## config.mk

```make
export PLATFORM = sky130hd
export DESIGN_NAME = lfsr_ctrl
export DESIGN_NICKNAME = d
export VERILOG_FILES = /design/src/rtl/lfsr_ctrl.sv
export SDC_FILE = /design/constraint.sdc
export NUM_CORES = 1
export LEC_CHECK = 0
export CORE_ASPECT_RATIO = 1.75
export CORE_MARGIN = 10
export CORE_UTILIZATION = 40
export CTS_BUF_LIST = sky130_fd_sc_hd__clkbuf_4 sky130_fd_sc_hd__clkbuf_8
export CTS_CLUSTER_DIAMETER = 60
export DETAILED_ROUTE_END_ITERATION = 8
export MAX_ROUTING_LAYER = met4
export PLACE_DENSITY = 0.67
export REMOVE_ABC_BUFFERS = 1
export SYNTH_ARGS = -nofsm -noshare
export SYNTH_HDL_FRONTEND = slang
export SYNTH_SLANG_ARGS = --single-unit
```

## constraint.sdc

```tcl
create_clock -name clk -period 3.8 [get_ports clk]
set_clock_uncertainty 0.15 [all_clocks]
set_input_delay 0.38 -clock clk [delete_from_list [all_inputs] [get_ports clk]]
set_output_delay 0.38 -clock clk [all_outputs]
set_load 0.01 [all_outputs]
```

## src/rtl/lfsr_ctrl.sv

```systemverilog
// lfsr_ctrl: sequencer for one external LFSR instance.
//
// Takes a configuration (tap mask, seed, word count) over a val/rdy
// handshake, seeds the LFSR for one cycle, then steps it one bit per cycle.
// The serial bits are packed MSB-first into nbits-wide words and presented
// on a val/rdy output stream. While a word waits for the consumer, the LFSR
// is frozen, so no bits are lost under backpressure.
//
// Ports:
//   clk, reset              clock, asynchronous active-high reset
//   cfg_val/cfg_rdy         configuration handshake (accepted only when idle)
//   cfg_tap, cfg_seed       LFSR tap mask and initial state
//   cfg_count               words to produce; 0 runs until stop
//   stop                    finish after the word currently in progress
//   out_val/out_rdy/out_msg packed output word stream
//   busy                    controller is not idle
//   done                    one-cycle pulse after the final word is taken
//   lfsr_reset/enable       seed-load and step controls to the LFSR
//   lfsr_tap, lfsr_seed     registered configuration to the LFSR
//   lfsr_out                LFSR serial bit (current state)
module lfsr_ctrl #(
    parameter int nbits = 8,
    parameter int cw    = 16
) (
    input  logic             clk,
    input  logic             reset,
    input  logic             cfg_val,
    output logic             cfg_rdy,
    input  logic [nbits-1:0] cfg_tap,
    input  logic [nbits-1:0] cfg_seed,
    input  logic [cw-1:0]    cfg_count,
    input  logic             stop,
    output logic             out_val,
    input  logic             out_rdy,
    output logic [nbits-1:0] out_msg,
    output logic             busy,
    output logic             done,
    output logic             lfsr_reset,
    output logic             lfsr_enable,
    output logic [nbits-1:0] lfsr_tap,
    output logic [nbits-1:0] lfsr_seed,
    input  logic             lfsr_out
);

    localparam int bw = $clog2(nbits + 1);

    typedef enum logic [1:0] {IDLE, SEED, RUN, HOLD} state_t;

    state_t           state;
    logic [cw-1:0]    words_left;
    logic             cont;        // continuous mode: words_left is frozen
    logic             stop_pend;
    logic             seed_q;      // registered "state == SEED"
    logic [bw-1:0]    bitcnt;
    logic [nbits-1:0] sreg;
    logic             last_word;

    // A stop arriving in the handshake cycle itself also ends the run there.
    assign last_word = stop_pend | stop | (!cont && words_left == cw'(1));

    // The LFSR must be held in reset while the controller is.
    assign lfsr_reset = reset | seed_q;
    assign out_msg    = sreg;

    always_ff @(posedge clk or posedge reset) begin
        if (reset) begin
            state       <= IDLE;
            cfg_rdy     <= 1'b1;
            busy        <= 1'b0;
            out_val     <= 1'b0;
            lfsr_enable <= 1'b0;
            done        <= 1'b0;
            seed_q      <= 1'b0;
            lfsr_tap    <= '0;
            lfsr_seed   <= '0;
            words_left  <= '0;
            cont        <= 1'b0;
            stop_pend   <= 1'b0;
            bitcnt      <= '0;
            sreg        <= '0;
        end else begin
            done <= 1'b0;
            if (state != IDLE && stop)
                stop_pend <= 1'b1;

            case (state)
                IDLE: begin
                    if (cfg_val) begin
                        lfsr_tap   <= cfg_tap;
                        lfsr_seed  <= cfg_seed;
                        words_left <= cfg_count;
                        cont       <= (cfg_count == '0);
                        stop_pend  <= 1'b0;
                        cfg_rdy    <= 1'b0;
                        busy       <= 1'b1;
                        seed_q     <= 1'b1;
                        state      <= SEED;
                    end
                end
                SEED: begin
                    seed_q      <= 1'b0;
                    bitcnt      <= '0;
                    sreg        <= '0;
                    lfsr_enable <= 1'b1;
                    state       <= RUN;
                end
                RUN: begin
                    // First bit of the word ends up in the MSB.
                    sreg   <= {sreg[nbits-2:0], lfsr_out};
                    bitcnt <= bitcnt + bw'(1);
                    if (bitcnt == bw'(nbits - 1)) begin
                        lfsr_enable <= 1'b0;
                        out_val     <= 1'b1;
                        state       <= HOLD;
                    end
                end
                HOLD: begin
                    if (out_rdy) begin
                        out_val <= 1'b0;
                        if (!cont)
                            words_left <= words_left - cw'(1);
                        if (last_word) begin
                            cfg_rdy <= 1'b1;
                            busy    <= 1'b0;
                            done    <= 1'b1;
                            state   <= IDLE;
                        end else begin
                            bitcnt      <= '0;
                            lfsr_enable <= 1'b1;
                            state       <= RUN;
                        end
                    end
                end
                default: state <= IDLE;
            endcase
        end
    end

endmodule

```

==> results of run 1 <==
==> metal layers <==
metal | track usage (%) | part of all wire [%]
met4 | 4.53 | 1.8
met3 | 2.44 | 3.7
met1 | 15.5 | 40
met5 | - | 0
met2 | 23.9 | 54
==> cell type report <==
class | count | area (um2) | share of cell area (%)
clock buffers | 7 | 83.8 | 2.35
clock inverters | 1 | 30.0 | 0.841
flip-flops and latches | 54 | 1350 | 37.9
repair buffers | 71 | 701 | 19.6
multi-input cells | 190 | 1240 | 34.6
well taps | 82 | 103 | 2.87
inverters | 17 | 63.8 | 1.79
==> synthesized netlist by cell type (2+ instances only) <==
cell type  number
nor2b_1         3
o22ai_1         9
mux2_2         16
nand4_1         3
nand2b_1        2
nor3_1          2
dfrtp_1        53
or2_2           2
mux2i_1         2
clkbuf_1       14
a21oi_1        26
nor4_1          5
nand3b_1        2
or4_1           2
nand2_1        25
or3_1           3
inv_1          16
a2bb2oi_1       4
a22o_1          3
ha_1            7
nor2_1         15
o21ai_0        21
nand3_1        17
==> stage by stage <==
stage / std cells / util (%) / area, um2 / worst slack [ns]
after global routing: 422 / 54.6 / 3570 / 1.23
after global placement: 414 / 52.9 / 3460 / 1.43
after CTS: 422 / 54.6 / 3570 / 1.36
final: 422 / 54.6 / 3570 / 1.37
after detailed placement: 414 / 52.9 / 3460 / 1.36
after floorplan: 261 / - / 2650 / 0.195
==> kinds of logic after synthesis <==
logic type	count (synthesis)	synth area share [%]
AND/OR/NAND/NOR	87	16.5
AO/OA/AOI/OAI	78	18.4
flip-flops	54	50.1
buffers and inverters	31	4.31
multiplexers	18	7.41
adder cells (fa/ha/maj)	7	3.24
==> worst paths after layout <==
path / slack, ns / cells past startpoint / start / end
worst max-delay path: 1.37 / 7 / words_left[1]$_DFFE_PP0P_ / bitcnt[3]$_DFFE_PP0P_
worst min-delay path: 0.36 / 2 / words_left[1]$_DFFE_PP0P_ / words_left[1]$_DFFE_PP0P_
worst max register to register: 1.37 / 7 / words_left[1]$_DFFE_PP0P_ / bitcnt[3]$_DFFE_PP0P_
worst min register to register: 0.36 / 2 / words_left[1]$_DFFE_PP0P_ / words_left[1]$_DFFE_PP0P_
max in group asynchronous: 2.29 / 3 / reset / cfg_rdy$_DFFE_PP1P_
min in group asynchronous: 0.41 / 2 / reset / lfsr_seed[3]$_DFFE_PP0P_
==> registers in the layout, indices dropped and copies added (netlist names) <==
register and cells:
bitcnt 4, busy 1, cfg_rdy 1, cont 1
done 1, lfsr_enable 1, lfsr_seed 8, lfsr_tap 8
out_msg 8, out_val 1, seed_q 1, state 2
stop_pend 1, words_left 16
==> power by group <==
| group | total [mW] | leakage [nW] | internal [mW] | switching [mW] |
|---|---|---|---|---|
| Clock | 0.395 | 0.0593 | 0.212 | 0.183 |
| Sequential | 1.01 | 0.650 | 0.817 | 0.196 |
| Combinational | 1.35 | 0.714 | 0.655 | 0.699 |
| Total | 2.76 | 1.42 | 1.68 | 1.08 |
==> critical path, stage by stage (launching register included) <==
cell and delay (ns):
dfrtp_1 0.40, inv_1 0.08, ha_1 0.15, or4b_2 0.61, o41a_1 0.40, a31oi_4 0.31, or4b_1 0.16, nand3_1 0.06
==> cells in the final DEF (no fill, tap or decap), drive strengths merged, types with 2 or more instances in the layout <==
master,count
nor4,5
nand3,17
or4,3
nand4,3
dfrtp,53
mux2,16
o22ai,9
inv,16
mux2i,2
or3,3
nand3b,2
or4b,2
buf,4
a31oi,2
nor2,15
a21oi,26
nand2b,2
o21ai,21
ha,7
clkbuf,7
nor3,2
a2bb2oi,4
nand2,25
a22o,3
nor2b,3
clkdlybuf4s50,67
or2,2
==> reports/qor.txt, run 1 <==
fin nets: 384
synthesis warning total: 0
Seq/Total Area, Yosys: 50.1%
Fill cells: 606
distinct cell type count after synthesis: 46
Hold Path Class: reg2reg
worst-margin pin slew: 0.813 ns
Clock Pin Slew Worst Setup and Hold Paths: 0.09 ns
drt pass-1 iters: 6
CTS Buf Count: 5
startpoint types: flip-flop
Max Fclk: 411 MHz
Ports: 68
largest net degree at the start of global routing: 40
Power, Total: 2.76 mW
vias in the first global route: 2344
Crit Path Max Fanout: 8
DRC violations left: 0
Setup Fix Bufs, Post-CTS: 0
clock root buffer: clkbuf_8
max-cap viol count: 0
period utilization: 64.0%
Post-synth EDFFs: 0
number of cell rows: 39
Post-DP HPWL: 5420 um
die width: 82.1 um
RSZ-0062 raised after global routing: false
initial antenna violation count: 0
iteration-0 DRC count of the detailed router: 130
setup TNS: 0 ns
CTS H-Tree Depth: 2
Yosys reg bits: 54
post-layout min period: 2.43 ns
predominant post-synthesis flop cell: dfrtp_1
CP Capture Type: flip-flop
Req. time, crit path: 3.84 ns
# diodes: 0
Hold Buf Count CTS: 0
Vias: 2303
Worst Hold Slack: 0.360 ns
clock sink count: 54
final setup fails: 0
Die Y: 129 um
area leader, netlist: dfrtp_1
die area: 10600 um2
Async S/R FF share, synth: 100%
Core Area: 6540 um2
Arr. time, crit path: 2.47 ns
fin. max-slew vios: 0
outcome: finished, final reports clean
Power Density: 774 nW/um2
VDD IR max: 0.000397 V
leakage: 1.42 nW
Starting Density: 41.3%
max_slew headroom: 45.7%
Routed Antenna Nets: 0
post-cts resize count: 0
Avg Cell Area, Syn: 9.82 um2
final WL: 7120 um
critical path class: reg2reg
Synth-to-Final Area Change: 32.2%
post-synth top area share: 49.1%
top cells by area, synth: dfrtp_1, mux2_2, a21oi_1
vias per cell: 5.46
layout cell share with drive strength beyond 1: 11.5%
GPL Wtd Cong: 0.813
All-Layer GR Usage: 13.9%
later-pin clock latency in the skew report: 0.30 ns
PortBufs: 67
Syn Std Cell Area: 2700 um2
first-pass GRT wire length: 11400 um
grt ovf: 0
CTS tree: yes
Cells after Synth: 275
clock buffer depth: 2
Avg WL per Cell: 16.9 um
final hold viol count: 0
(Power assumes the default switching activity.)
==> run 2, diff against run 1 <==
Settings changed: PLACE_DENSITY 0.67 to 0.7.
Clock period 3.8 ns to 2 ns, I/O delays scaled along.
==> run 2 against run 1 <==
Effect of this change:
- the flow now finishes with violations (setup timing)
- maximum frequency is 7.3% higher
- combinational power rose to 2.8 times the previous value
- clock-buffer cell count up 1
- worst setup slack got worse by 1.6 ns
- non-clock buffer count up 52
- via count rose by 11%
- critical path depth is the same
- critical path type unchanged
- largest cell class is now multi-input gates
- largest power group unchanged
==> reports/qor.txt, run 2 (synthesis gave the netlist of run 1 again) <==
Req. time, crit path: 2.05 ns
vias per cell: 5.39
Power Density: 1510 nW/um2
initial antenna violation count: 0
Sw Pwr: 2.43 mW
post-layout min period: 2.27 ns
final WL: 8290 um
failing checks: setup timing
clock buffer depth: 2
PortBufs: 67
number of cell rows: 39
CTS H-Tree Depth: 2
Clock power frac: 11.4%
Hold Path Class: in2async
Net Sw Frac: 38.7%
Biggest register: words_left
clock root buffer: clkbuf_8
placed instance area: 3790 um2
fin nets: 436
CTS tree: yes
Buf/Inv on CP: 1
iteration-0 DRC count of the detailed router: 115
reg2reg start: words_left[1]$_DFFE_PP0P_
largest net degree at the start of global routing: 30
Top delay family on crit path: compound AO/OA/AOI/OAI gates
GPL Wtd Cong: 0.837
fin area: 4160 um2
leakage: 1.71 nW
CP Capture Type: flip-flop
# diodes: 0
drt pass-1 iters: 4
critical path class: reg2reg
DRC violations left: 0
Internal Power: 3.86 mW
Synth-to-Final Area Change: 54.1%
vias in the first global route: 2742
outcome: complete, but fails checks
max-cap viol count: 0
worst-margin pin slew: 0.501 ns
later-pin clock latency in the skew report: 0.31 ns
Core Area: 6540 um2
final setup fails: 11
Crit Path Max Fanout: 8
Avg WL per Cell: 17.5 um
sequential power share: 29.4%
max reg flops: 16
final hold viol count: 0
multi-input logic area: 1380 um2
VDD IR max: 0.000769 V
crit path max-delay cell type: or4b_4
Routed Antenna Nets: 0
Max Fclk: 441 MHz
crit-path cells: inv_2 > ha_4 > or4b_4 > o41a_1 > a31oi_4 > or4b_1 > nand3_1
layout cell share with drive strength beyond 1: 29.6%
most frequent cells in the layout: clkdlybuf4s50_1, dfrtp_1, buf_4
Arr. time, crit path: 2.31 ns
fin. max-slew vios: 0
die width: 82.1 um
Die Y: 129 um
RSZ-0062 raised after global routing: true
Fill cells: 549
clock sink count: 54
All-Layer GR Usage: 15.5%
Critical Path Max Stage Delay: 0.45 ns
Ports: 68
max_slew headroom: 66.3%
commonest non-fill, non-tap cell in the layout: clkdlybuf4s50_1
die area: 10600 um2
combinational share of power: 59.2%
Register Area: 1350 um2
period utilization: 113%
Setup WS post-layout: -0.268 ns
Vias: 2556
Clock Pin Slew Worst Setup and Hold Paths: 0.10 ns
worst setup path start: words_left[1]$_DFFE_PP0P_
Worst Hold Slack: 0.0974 ns
startpoint types: flip-flop
pre-CTS setup slack: -0.389 ns
CTS Buf Count: 5
grt ovf: 0
first-pass GRT wire length: 12800 um
Starting Density: 41.3%
Post-DP HPWL: 5950 um
-- run 2: changes by cell type in the layout (fill, tap and decap cells not counted), moves of 4 or more --
cell     delta
buf_4      +43
a21oi_1     -4
a21oi_2     +4
buf_12      +4
buf_6       +4
-- run 2: timing repair --
item / CTS / global route
gates cloned: 0 / 1
setup endpoints to repair: 14 / 25
hold buffers: 0 / 0
setup buffers: 2 / 11
pin swaps: 16 / 15
gates resized for setup: 18 / 21
-- run 2: path summary, 6_finish.rpt --
path                                           end  depth (start not counted)  slack (ns)
setup / recovery             bitcnt[3]$_DFFE_PP0P_                          7       -0.27
hold reg to reg                stop_pend$_DFF_PP0_                          1        0.36
min in group clk            out_msg[0]$_DFFE_PP0P_                          3        0.32
hold / removal                    busy$_DFFE_PP0P_                          3         0.1
max in group asynchronous  lfsr_tap[2]$_DFFE_PP0P_                          3        1.28
setup reg to reg             bitcnt[3]$_DFFE_PP0P_                          7       -0.27
-- run 2: layer usage --
metal | vias up | wire length (um) | part of all wire (%) | GRT usage (%)
met3 | 20 | 329 | 4.0 | 3.21
met1 | 1245 | 3070 | 37 | 15.6
li1 | 1217 | - | - | -
met2 | 74 | 4630 | 56 | 27.7
met4 | 0 | 261 | 3.1 | 6.74
met5 | - | 0 | 0 | -
-- run 2: stage by stage --
stage | power [mW] | std cells | setup TNS, ns | utilization (%)
floorplan | 3.46 | 261 | -22.60 | -
global placement | 4.95 | 455 | -2.47 | 57.9
detailed placement | 5.04 | 455 | -2.98 | 57.9
CTS | 5.90 | 464 | -1.58 | 61.0
global route | 6.72 | 474 | -3.23 | 63.6
finish | 6.29 | 474 | -1.65 | 63.6
-- run 2: layout make-up --
class / instances / share of cell area, %
repair buffers: 123 / 27.7
flip-flops and latches: 54 / 32.5
well taps: 82 / 2.47
clock buffers: 8 / 2.65
multi-input cells: 190 / 33.1
inverters: 17 / 1.53
-- run 2: worst reg2reg max path: stages, from the launching register on --
cell and delay (ns):
dfrtp_1 0.42, inv_2 0.10, ha_4 0.12, or4b_4 0.45, o41a_1 0.40, a31oi_4 0.29
or4b_1 0.16, nand3_1 0.06
-- run 2: power by group through the flow --
stage / clock, mW / sequential [mW] / combinational (mW)
floorplan: 0 / 1.95 / 1.51
global placement: 0 / 1.83 / 3.12
detailed placement: 0 / 1.85 / 3.19
CTS: 0.723 / 1.84 / 3.34
global route: 0.772 / 1.90 / 4.05
finish: 0.715 / 1.85 / 3.72
